`config.mk`:
```
export PLATFORM = sky130hd
export DESIGN_NAME = sdr_tx_scheduler_flat
export DESIGN_NICKNAME = d
export VERILOG_FILES = /design/src/rtl/sdr_tx_scheduler_if.sv /design/src/rtl/sdr_tx_scheduler.sv /design/src/flat_wrapper.sv
export SDC_FILE = /design/constraint.sdc
export NUM_CORES = 1
export LEC_CHECK = 0
export CAP_MARGIN = 0
export CORE_MARGIN = 3
export CORE_UTILIZATION = 45
export DETAILED_ROUTE_END_ITERATION = 10
export PLACE_DENSITY = 0.67
export SKIP_LAST_GASP = 1
export SYNTH_ARGS = -nofsm -noshare
export SYNTH_HDL_FRONTEND = slang
export SYNTH_SLANG_ARGS = --single-unit
```
`constraint.sdc`:
```
create_clock -name tx_clock -period 6.3 [get_ports tx_clock]
set_input_delay 0.63 -clock tx_clock [delete_from_list [all_inputs] [get_ports tx_clock]]
set_output_delay 0.63 -clock tx_clock [all_outputs]
set_load 0.01 [all_outputs]
```
`src/rtl/sdr_tx_scheduler_if.sv`:
```
// Request/grant bundle between the packet sources and the UDP transmit scheduler.
// The master side drives requests and send_done; the scheduler (slave) returns
// the grant and status.
interface sdr_tx_scheduler_if #(
   parameter int NR = 4
);
   logic          run;
   logic          discovery_req;
   logic          cc_req;
   logic          mic_req;
   logic          wb_enable;
   logic          wb_req;
   logic [NR-1:0] ddc_req;
   logic          send_done;
   logic          grant_valid;
   logic [7:0]    grant_id;
   logic [NR-1:0] grant_ddc;
   logic          busy;
   logic          timeout_err;

   modport master (
      output run, discovery_req, cc_req, mic_req, wb_enable, wb_req, ddc_req, send_done,
      input  grant_valid, grant_id, grant_ddc, busy, timeout_err
   );

   modport slave (
      input  run, discovery_req, cc_req, mic_req, wb_enable, wb_req, ddc_req, send_done,
      output grant_valid, grant_id, grant_ddc, busy, timeout_err
   );
endinterface

```
`src/rtl/sdr_tx_scheduler.sv`:
```
// Transmit scheduler: picks which packet source owns the single UDP send engine.
// Fixed priority disc > CC > mic > WB > DDC, with DDCs served round-robin and
// WB slotted in once per DDC rotation. A grant is held until send_done, a
// watchdog expiry, or run dropping on a non-discovery grant.
module sdr_tx_scheduler #(
   parameter int NR         = 4,
   parameter int GAP_CYCLES = 2,
   parameter int TIMEOUT    = 65535
) (
   input logic              tx_clock,
   input logic              reset_n,
   sdr_tx_scheduler_if.slave bus
);

   localparam int PW = (NR > 1) ? $clog2(NR) : 1;
   localparam int SW = PW + 1;

   // Last GAP count value before returning to IDLE; GAP_CYCLES=0 still spends one cycle in GAP.
   localparam logic [3:0]  GAP_LAST = (GAP_CYCLES == 0) ? 4'd0 : 4'(GAP_CYCLES - 1);
   localparam logic [15:0] WD_LAST  = (TIMEOUT <= 1) ? 16'd0 : 16'(TIMEOUT - 1);

   localparam logic [1:0] ST_IDLE  = 2'd0;
   localparam logic [1:0] ST_GRANT = 2'd1;
   localparam logic [1:0] ST_HOLD  = 2'd2;
   localparam logic [1:0] ST_GAP   = 2'd3;

   logic [1:0]    state_reg;
   logic          grant_valid_reg;
   logic [7:0]    grant_id_reg;
   logic [NR-1:0] grant_ddc_reg;
   logic          timeout_err_reg;
   logic [PW-1:0] rr_ptr_reg;
   logic          wb_eligible_reg;
   logic [3:0]    gap_cnt_reg;
   logic [15:0]   wd_cnt_reg;

   logic [PW-1:0] scan_idx [NR];
   logic          ddc_found;
   logic [PW-1:0] ddc_k;
   logic [PW-1:0] rr_ptr_next;
   logic          win_valid;
   logic          win_is_ddc;
   logic          win_is_wb;
   logic [7:0]    win_id;
   logic [NR-1:0] win_ddc;
   logic          run_abort;

   // Scan order for the DDC round-robin: rr_ptr, rr_ptr+1, ... modulo NR.
   genvar gi;
   generate
      for (gi = 0; gi < NR; gi++) begin : g_scan
         logic [SW-1:0] sum;
         assign sum          = {1'b0, rr_ptr_reg} + SW'(gi);
         assign scan_idx[gi] = (sum >= SW'(NR)) ? PW'(sum - SW'(NR)) : PW'(sum);
      end
   endgenerate

   // First requesting DDC in round-robin order starting at rr_ptr.
   always_comb begin
      ddc_found = 1'b0;
      ddc_k     = '0;
      for (int i = 0; i < NR; i++) begin
         if (!ddc_found && bus.ddc_req[scan_idx[i]]) begin
            ddc_found = 1'b1;
            ddc_k     = scan_idx[i];
         end
      end
      rr_ptr_next = (ddc_k == PW'(NR - 1)) ? '0 : ddc_k + PW'(1);
   end

   // Fixed-priority winner; only discovery may win while run is low.
   always_comb begin
      win_valid  = 1'b0;
      win_is_ddc = 1'b0;
      win_is_wb  = 1'b0;
      win_id     = 8'd0;
      win_ddc    = '0;
      if (bus.discovery_req) begin
         win_valid = 1'b1;
         win_id    = 8'd0;
      end else if (bus.run) begin
         if (bus.cc_req) begin
            win_valid = 1'b1;
            win_id    = 8'd1;
         end else if (bus.mic_req) begin
            win_valid = 1'b1;
            win_id    = 8'd2;
         end else if (wb_eligible_reg && bus.wb_enable && bus.wb_req) begin
            win_valid = 1'b1;
            win_is_wb = 1'b1;
            win_id    = 8'd3;
         end else if (ddc_found) begin
            win_valid      = 1'b1;
            win_is_ddc     = 1'b1;
            win_id         = 8'd11 + 8'(ddc_k);
            win_ddc[ddc_k] = 1'b1;
         end
      end
   end

   // A non-discovery grant is released as if done when the host clears run.
   assign run_abort = !bus.run && (grant_id_reg != 8'd0);

   // Scheduler state machine, grant registers, round-robin pointer and counters.
   always_ff @(posedge tx_clock or negedge reset_n) begin
      if (!reset_n) begin
         state_reg       <= ST_IDLE;
         grant_valid_reg <= 1'b0;
         grant_id_reg    <= 8'd0;
         grant_ddc_reg   <= '0;
         timeout_err_reg <= 1'b0;
         rr_ptr_reg      <= '0;
         wb_eligible_reg <= 1'b0;
         gap_cnt_reg     <= 4'd0;
         wd_cnt_reg      <= 16'd0;
      end else begin
         timeout_err_reg <= 1'b0;
         if (!bus.wb_enable) begin
            wb_eligible_reg <= 1'b0;
         end
         case (state_reg)
            ST_IDLE: begin
               if (bus.wb_enable) begin
                  if (win_is_wb) begin
                     wb_eligible_reg <= 1'b0;
                  end else if (!(|bus.ddc_req) || (win_is_ddc && rr_ptr_next == '0)) begin
                     wb_eligible_reg <= 1'b1;
                  end
               end
               if (win_valid) begin
                  state_reg       <= ST_GRANT;
                  grant_valid_reg <= 1'b1;
                  grant_id_reg    <= win_id;
                  grant_ddc_reg   <= win_ddc;
                  if (win_is_ddc) begin
                     rr_ptr_reg <= rr_ptr_next;
                  end
               end
            end
            ST_GRANT: begin
               wd_cnt_reg <= 16'd0;
               if (run_abort) begin
                  state_reg       <= ST_GAP;
                  grant_valid_reg <= 1'b0;
                  gap_cnt_reg     <= 4'd0;
               end else begin
                  state_reg <= ST_HOLD;
               end
            end
            ST_HOLD: begin
               if (bus.send_done || run_abort) begin
                  state_reg       <= ST_GAP;
                  grant_valid_reg <= 1'b0;
                  gap_cnt_reg     <= 4'd0;
               end else if (wd_cnt_reg == WD_LAST) begin
                  state_reg       <= ST_GAP;
                  grant_valid_reg <= 1'b0;
                  gap_cnt_reg     <= 4'd0;
                  timeout_err_reg <= 1'b1;
               end else begin
                  wd_cnt_reg <= wd_cnt_reg + 16'd1;
               end
            end
            default: begin
               if (gap_cnt_reg == GAP_LAST) begin
                  state_reg <= ST_IDLE;
               end else begin
                  gap_cnt_reg <= gap_cnt_reg + 4'd1;
               end
            end
         endcase
      end
   end

   assign bus.grant_valid = grant_valid_reg;
   assign bus.grant_id    = grant_id_reg;
   assign bus.grant_ddc   = grant_ddc_reg;
   assign bus.busy        = (state_reg != ST_IDLE);
   assign bus.timeout_err = timeout_err_reg;

endmodule
```
`src/flat_wrapper.sv`:
```
// flat-port wrapper written by rule: the top's interface ports become plain ports
module sdr_tx_scheduler_flat 
#(
   parameter int NR         = 4,
   parameter int GAP_CYCLES = 2,
   parameter int TIMEOUT    = 65535
)
  (tx_clock, reset_n, bus_run, bus_discovery_req, bus_cc_req, bus_mic_req, bus_wb_enable, bus_wb_req, bus_ddc_req, bus_send_done, bus_grant_valid, bus_grant_id, bus_grant_ddc, bus_busy, bus_timeout_err);
  sdr_tx_scheduler_if #(.NR(NR)) bus_i ();
  input logic tx_clock;
  input logic reset_n;
  input wire logic [$bits(bus_i.run)-1:0] bus_run;
  input wire logic [$bits(bus_i.discovery_req)-1:0] bus_discovery_req;
  input wire logic [$bits(bus_i.cc_req)-1:0] bus_cc_req;
  input wire logic [$bits(bus_i.mic_req)-1:0] bus_mic_req;
  input wire logic [$bits(bus_i.wb_enable)-1:0] bus_wb_enable;
  input wire logic [$bits(bus_i.wb_req)-1:0] bus_wb_req;
  input wire logic [$bits(bus_i.ddc_req)-1:0] bus_ddc_req;
  input wire logic [$bits(bus_i.send_done)-1:0] bus_send_done;
  output wire logic [$bits(bus_i.grant_valid)-1:0] bus_grant_valid;
  output wire logic [$bits(bus_i.grant_id)-1:0] bus_grant_id;
  output wire logic [$bits(bus_i.grant_ddc)-1:0] bus_grant_ddc;
  output wire logic [$bits(bus_i.busy)-1:0] bus_busy;
  output wire logic [$bits(bus_i.timeout_err)-1:0] bus_timeout_err;
  assign bus_i.run = bus_run;
  assign bus_i.discovery_req = bus_discovery_req;
  assign bus_i.cc_req = bus_cc_req;
  assign bus_i.mic_req = bus_mic_req;
  assign bus_i.wb_enable = bus_wb_enable;
  assign bus_i.wb_req = bus_wb_req;
  assign bus_i.ddc_req = bus_ddc_req;
  assign bus_i.send_done = bus_send_done;
  assign bus_grant_valid = bus_i.grant_valid;
  assign bus_grant_id = bus_i.grant_id;
  assign bus_grant_ddc = bus_i.grant_ddc;
  assign bus_busy = bus_i.busy;
  assign bus_timeout_err = bus_i.timeout_err;
  sdr_tx_scheduler #(.NR(NR), .GAP_CYCLES(GAP_CYCLES), .TIMEOUT(TIMEOUT)) u_core (.tx_clock(tx_clock), .reset_n(reset_n), .bus(bus_i));
endmodule
```
==> results of run 1 <==
[cell type report]
type                            count  area, um^2
Clock buffer                        6        82.6
Clock inverter                      1        5.00
Fill cell                         417        1980
Inverter                           16        60.1
Multi-Input combinational cell    175        1140
Sequential cell                    35         876
Tap cell                           52        65.1
Timing Repair Buffer               24         233
[kinds of logic after synthesis]
| group | synth area share (%) |
|---|---|
| fa+ha+maj | 7.67 |
| flops | 41.3 |
| xor+xnor | 3.31 |
| compound gates | 14.9 |
| simple gates | 24.3 |
| mux | 3.13 |
| other cells | 0.177 |
| buf+inv | 5.19 |
[layout by cell type, fill, tap and decap left out, drive strengths merged, types with 2 or more instances in the layout]
| master | netlist | layout |
|---|---|---|
| dfrtp | 35 | 35 |
| nand2 | 25 | 25 |
| clkdlybuf4s50 | 0 | 22 |
| nor2 | 19 | 19 |
| inv | 16 | 16 |
| o21ai | 14 | 14 |
| ha | 13 | 13 |
| nand3 | 10 | 10 |
| nor3 | 8 | 8 |
| xnor2 | 8 | 8 |
| nor4 | 8 | 8 |
| a21oi | 6 | 6 |
| nand4 | 6 | 6 |
| o31ai | 6 | 6 |
| clkbuf | 4 | 6 |
| or4 | 5 | 5 |
| or3 | 5 | 5 |
| mux2 | 5 | 5 |
| conb | 1 | 4 |
| nand2b | 3 | 3 |
| a2bb2oi | 2 | 2 |
| and3 | 2 | 2 |
| a31oi | 2 | 2 |
| nor3b | 2 | 2 |
| o211ai | 2 | 2 |
| a21o | 2 | 2 |
| buf | 5 | 2 |
[where the power goes]
group	switching (mW)	leakage [nW]	internal [mW]	total [mW]
sequential	0.0483	0.475	0.269	0.317
combinational	0.239	0.509	0.160	0.400
clock	0.0793	0.0470	0.0857	0.165
[per-layer routing]
| metal | routed length, um | global-route usage (%) | vias to the layer above |
|---|---|---|---|
| li1 | - | - | 886 |
| met1 | 2260 | 25.7 | 835 |
| met2 | 1950 | 25.6 | 42 |
| met3 | 181 | 4.27 | 10 |
| met4 | 98 | 8.50 | 0 |
| met5 | 0 | 0 | - |
[critical path: stages]
cell and delay, ns:
clkdlybuf4s50_1 0.47, or4_1 0.60, o31a_1 0.32, o21ai_1 0.68
nor2_1 0.18, mux2_1 0.36
[per-stage QoR]
| step | hold WS (ns) | cell area, um^2 |
|---|---|---|
| 6_report | 0.418 | 2470 |
| 3_3_place_gp | 0.469 | 2380 |
| 4_1_cts | 0.450 | 2470 |
| 3_5_place_dp | 0.474 | 2380 |
| 5_1_grt | 0.482 | 2470 |
| 2_1_floorplan | 0.334 | 2130 |
[worst max path at each step]
stage / end / slack, ns / startpoint
3_5_place_dp: u_core.rr_ptr_reg[1]$_DFFE_PN0P_ / 2.92 / bus_ddc_req[1]
4_1_cts: u_core.rr_ptr_reg[1]$_DFFE_PN0P_ / 3.22 / bus_ddc_req[1]
3_3_place_gp: u_core.rr_ptr_reg[1]$_DFFE_PN0P_ / 2.98 / bus_ddc_req[1]
5_1_grt: u_core.rr_ptr_reg[1]$_DFFE_PN0P_ / 3.00 / bus_ddc_req[1]
6_report: u_core.rr_ptr_reg[1]$_DFFE_PN0P_ / 3.21 / bus_ddc_req[1]
2_1_floorplan: u_core.rr_ptr_reg[0]$_DFFE_PN0P_ / 3.97 / bus_ddc_req[1]
==> impl_metrics.ini, run 1 <==
[clock_network]
root_buffer = clkbuf_8
postCtsSetupBuffers = 0
cts_sinks = 35
clock_latency_ns = 0.29
clockBufferDepth = 2
htreeDepth = 2
cts_tree = done
cts_buffers = 5
cts_resized = 0
hold_buffers = 0
clkTransAtPathRegs_ns = 0.07

[floorplanning]
core_area_mm2 = 0.00444
start_util_pct = 47.7
die_h_um = 74.6
die_area_mm2 = 0.00557
fp.dieW_um = 74.6
ioPinCount = 28
rows = 24

[global_route]
grt_util_all_layers_pct = 18.0
grt_pass1_vias = 1649
antenna_found_initial = 0
grt_pass1_wl_um = 7740
grt_overflow_total = 0
grt_max_degree = 36

[drt]
drt-initial-drc-count = 81
ant_nets = 0
wl_um = 4490
wire_per_inst_um = 14.5
drc = 0
vias = 1773
drtPass1Iterations = 4
viasPerCell = 5.74

[timing]
setup_slack_ns = 3.21
maxSlewViolCount = 0
fin_worst_skew_ns = 0.00519
setup-tns-final_ns = 0
finalSetupViolations = 0
fmax_mhz = 324
timing.final.crit_share_pct = 49.0
rsz0062_at_grt = false
hold_viol = 0
fin_crit_ns = 3.09
tightest_slew_ns = 0.971
slew_headroom_pct = 35.0

[place]
dp_hpwl_um = 3320
gp_congestion = 0.884
io_buffers = 23
place_inst = 302
place_ws_ns = 2.92

[worst_setup_path]
worstReg2RegStart = u_core.state_reg[0]$_DFFE_PN0P_
worst-r2r-cell-count = 7
cp-end-kind = flip-flop
reg2reg_to = u_core.wd_cnt_reg[15]$_DFFE_PN0P_
critical_path_class = input pin to flip-flop
critPathLaunchType = input pin
arrival_ns = 3.25
path_max_fanout = 16
reg2reg_slack_ns = 3.82
cp_data_required_time_ns = 6.47

[yosys]
synth_area_leader_cell = dfrtp_1
synth_cells = 232
synth_warnings = 0
async_flop_share_pct = 100
avgSynthCellArea_um2 = 9.14
syn_area_mm2 = 0.00212
synth_edf_count = 0
synth_commonest_cells = dfrtp_1, nand2_1, nor2_1
synth_top_area_share_pct = 41.3
synthFlopType = dfrtp_1
synthTopCellsByArea = dfrtp_1, ha_1, nand2_1
yosys_register_bits = 35
synth_most_common_cell = dfrtp_1
synthDistinctLibCells = 49
ys_seq_area_share_pct = 41.3

[power_and_ir_drop]
ir_drop_mv = 0.168
leakage_nw = 1.03
powerDensity_mw_per_mm2 = 357
design_power_total_mw = 0.881

[layout]
insertedDiodeCount = 0
finalCoreUtilization_pct = 55.5
drive_above_1_share_pct = 6.23
largest_reg_flops = 16
fin_cells = 309
syn2layout_area_growth_pct = 16.4
nNetsFinal = 283

[outcome]
status = finished clean

[min_path]
min_path_type = input pin to async pin

[job]
cap_viol_max_count = 0
(Power assumes the default switching activity.)
==> inputs of run 2 (changes only) <==
--- a/config.mk
+++ b/config.mk
@@ -9,7 +9,7 @@
 export CORE_MARGIN = 3
 export CORE_UTILIZATION = 45
 export DETAILED_ROUTE_END_ITERATION = 10
-export PLACE_DENSITY = 0.67
+export PLACE_DENSITY = 0.7
 export SKIP_LAST_GASP = 1
 export SYNTH_ARGS = -nofsm -noshare
 export SYNTH_HDL_FRONTEND = slang
==> constraint.sdc (replaced) <==
create_clock -name tx_clock -period 2.5 [get_ports tx_clock]
set_input_delay 0.25 -clock tx_clock [delete_from_list [all_inputs] [get_ports tx_clock]]
set_output_delay 0.25 -clock tx_clock [all_outputs]
set_load 0.01 [all_outputs]
==> run 2 against run 1 <==
Net effect: total power increased to 2.6 times the previous value; worst setup slack got worse by 3.0 ns; critical path depth increased by 2; combinational power increased to 2.8 times the previous value; highest routed layer unchanged; cell count increased by 4.2%; via count increased by 3.5%; wire length increased by 3.1%; largest cell class unchanged; flip-flop and latch count unchanged.
==> impl_metrics.ini, run 2 (synthesis results as in run 1) <==
[timing]
hold_viol = 0
tightest_slew_ns = 0.588
setup-tns-final_ns = 0
fmax_mhz = 447
fin_crit_ns = 2.24
maxSlewViolCount = 0
rsz0062_at_grt = false
timing.final.crit_share_pct = 89.5
slew_headroom_pct = 60.8
worst_hold_slack_ns = 0.376
finalSetupViolations = 0
fin_worst_skew_ns = 0.00296

[worst_setup_path]
critical_path_class = flip-flop to flip-flop
critPathTopFamily = simple AND/OR/NAND/NOR gates
reg2reg_slack_ns = 0.26
crit_slowest_cell = dfrtp_1
critPathLaunchType = flip-flop
cp-endpoint = u_core.bus.grant_valid$_DFFE_PN0P_
crit_chain = inv_1, ha_1, nand4_1, nor4_1, buf_4, nor2_1, a221oi_1, mux2_2
reg2reg_to = u_core.bus.grant_valid$_DFFE_PN0P_
cp-end-kind = flip-flop
arrival_ns = 2.41
path_depth = 8
path_max_fanout = 12
worst-r2r-cell-count = 8
worstReg2RegStart = u_core.wd_cnt_reg[0]$_DFFE_PN0P_
cp_data_required_time_ns = 2.67
critical_path_buf_inv_count = 2
cp-startpoint = u_core.wd_cnt_reg[0]$_DFFE_PN0P_
worst_path_largest_cell_delay_ns = 0.44

[layout]
fin_area_mm2 = 0.00257
syn2layout_area_growth_pct = 21.2
insertedDiodeCount = 0
most-common-layout-cells = dfrtp_1, nand2_1, clkdlybuf4s50_1
fin_cells = 322
nNetsFinal = 296
largest_reg_flops = 16
drive_above_1_share_pct = 10.4
final_common_cell = dfrtp_1

[floorplanning]
core_area_mm2 = 0.00444
ioPinCount = 28
start_util_pct = 47.7
fp.dieW_um = 74.6
die_area_mm2 = 0.00557
die_h_um = 74.6
rows = 24

[global_route]
grt_pass1_wl_um = 7820
grt_pass1_vias = 1701
grt_use_met1_pct = 25.0
grt_overflow_total = 0
grt_max_degree = 36
antenna_found_initial = 0
globalRouteMet3Util_pct = 3.60
grt_util_all_layers_pct = 18.2
grt.busiest_layer = met2
use_met2_pct = 28.7

[clock_network]
clockBufferDepth = 2
clkTransAtPathRegs_ns = 0.07
root_buffer = clkbuf_8
clock_latency_ns = 0.28
postCtsSetupBuffers = 0
hold_buffers = 0
cts_sinks = 35
cts_tree = done
cts_buffers = 5
cts_resized = 0
htreeDepth = 2

[power_and_ir_drop]
ir_drop_mv = 0.467
design_power_total_mw = 2.32
powerDensity_mw_per_mm2 = 903
leakage_nw = 1.09

[drt]
wl_um = 4630
wire_per_inst_um = 14.4
viasPerCell = 5.70
drt-initial-drc-count = 173
drc = 0
ant_nets = 0
drtPass1Iterations = 5
vias = 1835

[place]
dpl_cell_area_mm2 = 0.00248
io_buffers = 23
gp_congestion = 0.822
place_inst = 315
dp_hpwl_um = 3440

[outcome]
status = finished clean

[job]
cap_viol_max_count = 0

[min_path]
min_path_type = input pin to async pin
[run 2: changes by cell type in the layout (fill, tap and decap cells not counted), sizes merged]
cell,previous run,this run
buf,2,14
clkdlybuf4s50,22,23
[run 2: cell type report]
cell class / count / area (um^2)
Fill cell: 399 / 1880
Multi-Input combinational cell: 175 / 1140
Sequential cell: 35 / 876
Timing Repair Buffer: 37 / 335
Clock buffer: 6 / 82.6
Tap cell: 52 / 65.1
Inverter: 16 / 60.1
Clock inverter: 1 / 5.00
[run 2: worst reg2reg max path, cell delays in order, from the launching register on]
cell and delay (ns):
dfrtp_1 0.44, inv_1 0.10, ha_1 0.15, nand4_1 0.11, nor4_1 0.27, buf_4 0.25, nor2_1 0.09, a221oi_1 0.35
mux2_2 0.37
[run 2: worst min-delay path by stage]
stage                                              startpoint                             endpoint  slack (ns)  depth (start not counted)
final                                                 reset_n    u_core.gap_cnt_reg[3]$_DFFE_PN0P_        0.38                          2
after global routing                                  reset_n    u_core.gap_cnt_reg[3]$_DFFE_PN0P_        0.43                          2
after CTS                                             reset_n    u_core.gap_cnt_reg[3]$_DFFE_PN0P_        0.40                          2
after detailed placement  u_core.bus.grant_ddc[0]$_DFFE_PN0P_  u_core.bus.grant_ddc[0]$_DFFE_PN0P_        0.47                          2
after global placement    u_core.bus.grant_ddc[0]$_DFFE_PN0P_  u_core.bus.grant_ddc[0]$_DFFE_PN0P_        0.47                          2
after floorplan                                       reset_n  u_core.bus.grant_ddc[0]$_DFFE_PN0P_       -0.05                          0
[run 2: power breakdown]
part | internal (mW) | switching, mW | leakage [nW] | total [mW]
Sequential | 0.677 | 0.124 | 0.475 | 0.800
Clock | 0.216 | 0.199 | 0.0470 | 0.415
Combinational | 0.481 | 0.624 | 0.572 | 1.10
Total | 1.37 | 0.946 | 1.09 | 2.32
[run 2: stage by stage]
step           util (%)  worst slack (ns)
6_report           57.8             0.263
5_1_grt            57.8             0.112
4_1_cts            57.8             0.274
3_5_place_dp       55.8            0.0720
3_3_place_gp       55.8             0.130
2_1_floorplan         -             0.318
[run 2: per-layer routing]
metal | routed length (um) | vias up
met5 | 0 | -
met4 | 72 | 0
met3 | 286 | 5
met2 | 2100 | 51
met1 | 2170 | 868
li1 | - | 911
==> inputs of run 3 (changes only) <==
--- a/config.mk
+++ b/config.mk
@@ -9,6 +9,7 @@
 export CORE_MARGIN = 3
 export CORE_UTILIZATION = 45
 export DETAILED_ROUTE_END_ITERATION = 10
+export MAX_ROUTING_LAYER = met4
 export PLACE_DENSITY = 0.7
 export SKIP_LAST_GASP = 1
 export SYNTH_ARGS = -nofsm -noshare
==> run 3 against run 2 <==
Net effect: cell count is the same; worst setup slack better by 0.0043 ns; sequential power is essentially flat; register-to-register slack is essentially flat; via count about the same; non-clock buffer count unchanged; clock power hardly changed; critical path type unchanged.
==> impl_metrics.ini, run 3 (synthesis results as in run 1) <==
[global_route]
grt_max_degree = 36
grt.busiest_layer = met2
grt_util_all_layers_pct = 18.8
grt_use_met1_pct = 25.3
use_met2_pct = 28.6
globalRouteMet3Util_pct = 3.34
grt_pass1_vias = 1695
grt_overflow_total = 0
antenna_found_initial = 0
grt_pass1_wl_um = 7830

[floorplanning]
fp.dieW_um = 74.6
core_area_mm2 = 0.00444
ioPinCount = 28
start_util_pct = 47.7
die_area_mm2 = 0.00557
die_h_um = 74.6
rows = 24

[worst_setup_path]
worstReg2RegStart = u_core.wd_cnt_reg[0]$_DFFE_PN0P_
critical_path_class = flip-flop to flip-flop
worst-r2r-cell-count = 8
arrival_ns = 2.41
reg2reg_to = u_core.bus.grant_valid$_DFFE_PN0P_
critPathLaunchType = flip-flop
path_max_fanout = 12
cp-end-kind = flip-flop
cp_data_required_time_ns = 2.67
reg2reg_slack_ns = 0.27

[drt]
wire_per_inst_um = 14.4
viasPerCell = 5.70
drtPass1Iterations = 4
drc = 0
ant_nets = 0
drt-initial-drc-count = 187
wl_um = 4640
vias = 1836

[place]
place_ws_ns = 0.0720
dp_hpwl_um = 3440
gp_congestion = 0.834
io_buffers = 23

[clock_network]
cts_tree = done
htreeDepth = 2
clkTransAtPathRegs_ns = 0.07
hold_buffers = 0
root_buffer = clkbuf_8
clock_latency_ns = 0.28
postCtsSetupBuffers = 0
clockBufferDepth = 2
cts_buffers = 5
cts_sinks = 35
cts_resized = 0

[timing]
fin_crit_ns = 2.23
hold_viol = 0
fin_worst_skew_ns = 0.00346
tightest_slew_ns = 0.588
setup-tns-final_ns = 0
rsz0062_at_grt = false
slew_headroom_pct = 60.7
fmax_mhz = 448
worst_hold_slack_ns = 0.368
finalSetupViolations = 0
setup_slack_ns = 0.267
timing.final.crit_share_pct = 89.3
maxSlewViolCount = 0

[layout]
finalCoreUtilization_pct = 57.8
final_common_cell = dfrtp_1
most-common-layout-cells = dfrtp_1, nand2_1, clkdlybuf4s50_1
largest_reg_flops = 16
nNetsFinal = 296
syn2layout_area_growth_pct = 21.2
drive_above_1_share_pct = 10.4
insertedDiodeCount = 0

[power_and_ir_drop]
leakage_nw = 1.09
powerDensity_mw_per_mm2 = 904
ir_drop_mv = 0.466

[job]
cap_viol_max_count = 0

[outcome]
status = finished clean

[min_path]
min_path_type = input pin to async pin
-- run 3: cell counts in the layout (fill, tap and decap cells not counted) --
Identical to the previous run, type by type.
-- run 3: how the worst max path moves through the flow --
stage / from / end / slack (ns) / depth (start not counted)
final: u_core.wd_cnt_reg[0]$_DFFE_PN0P_ / u_core.bus.grant_valid$_DFFE_PN0P_ / 0.27 / 8
after global routing: u_core.wd_cnt_reg[0]$_DFFE_PN0P_ / u_core.bus.grant_valid$_DFFE_PN0P_ / 0.11 / 8
after CTS: u_core.wd_cnt_reg[0]$_DFFE_PN0P_ / u_core.bus.grant_valid$_DFFE_PN0P_ / 0.27 / 8
after detailed placement: bus_ddc_req[0] / u_core.state_reg[0]$_DFFE_PN0P_ / 0.07 / 6
after global placement: bus_ddc_req[0] / u_core.state_reg[0]$_DFFE_PN0P_ / 0.13 / 6
after floorplan: u_core.bus.grant_id[1]$_DFFE_PN0P_ / u_core.wd_cnt_reg[15]$_DFFE_PN0P_ / 0.32 / 6
-- run 3: final cells by class --
| type | count | area [um^2] |
|---|---|---|
| fill | 399 | 1880 |
| multi-input combinational | 175 | 1140 |
| sequential | 35 | 876 |
| timing repair buffer | 37 | 335 |
| clock buffer | 6 | 82.6 |
| tap | 52 | 65.1 |
| inverter | 16 | 60.1 |
| clock inverter | 1 | 5.00 |
-- run 3: where the power goes --
part           leakage [nW]  switching, mW  internal [mW]  total [mW]
clock                0.0470          0.201          0.216       0.417
sequential            0.475          0.123          0.677       0.800
combinational         0.572          0.624          0.480        1.10
total                  1.09          0.948           1.37        2.32
-- run 3: metrics by stage --
step	std cells	power, mW	cell area, um^2
after global routing	322	2.50	2570
after global placement	315	1.89	2480
after detailed placement	315	1.91	2480
final	322	2.32	2570
after floorplan	235	1.49	2130
after CTS	322	2.33	2570
-- run 3: per-layer routing --
metal	vias to the layer above	share of wire [%]
met5	-	0
met4	0	1.4
met3	5	5.2
met2	47	46
met1	874	47
li1	910	-
-- run 3: critical path, cell delays in order (launching register included) --
cell      delay (ns)
dfrtp_1         0.44
inv_1           0.10
ha_1            0.15
nand4_1         0.11
nor4_1          0.27
buf_4           0.26
nor2_1          0.09
a221oi_1        0.35
mux2_2          0.37
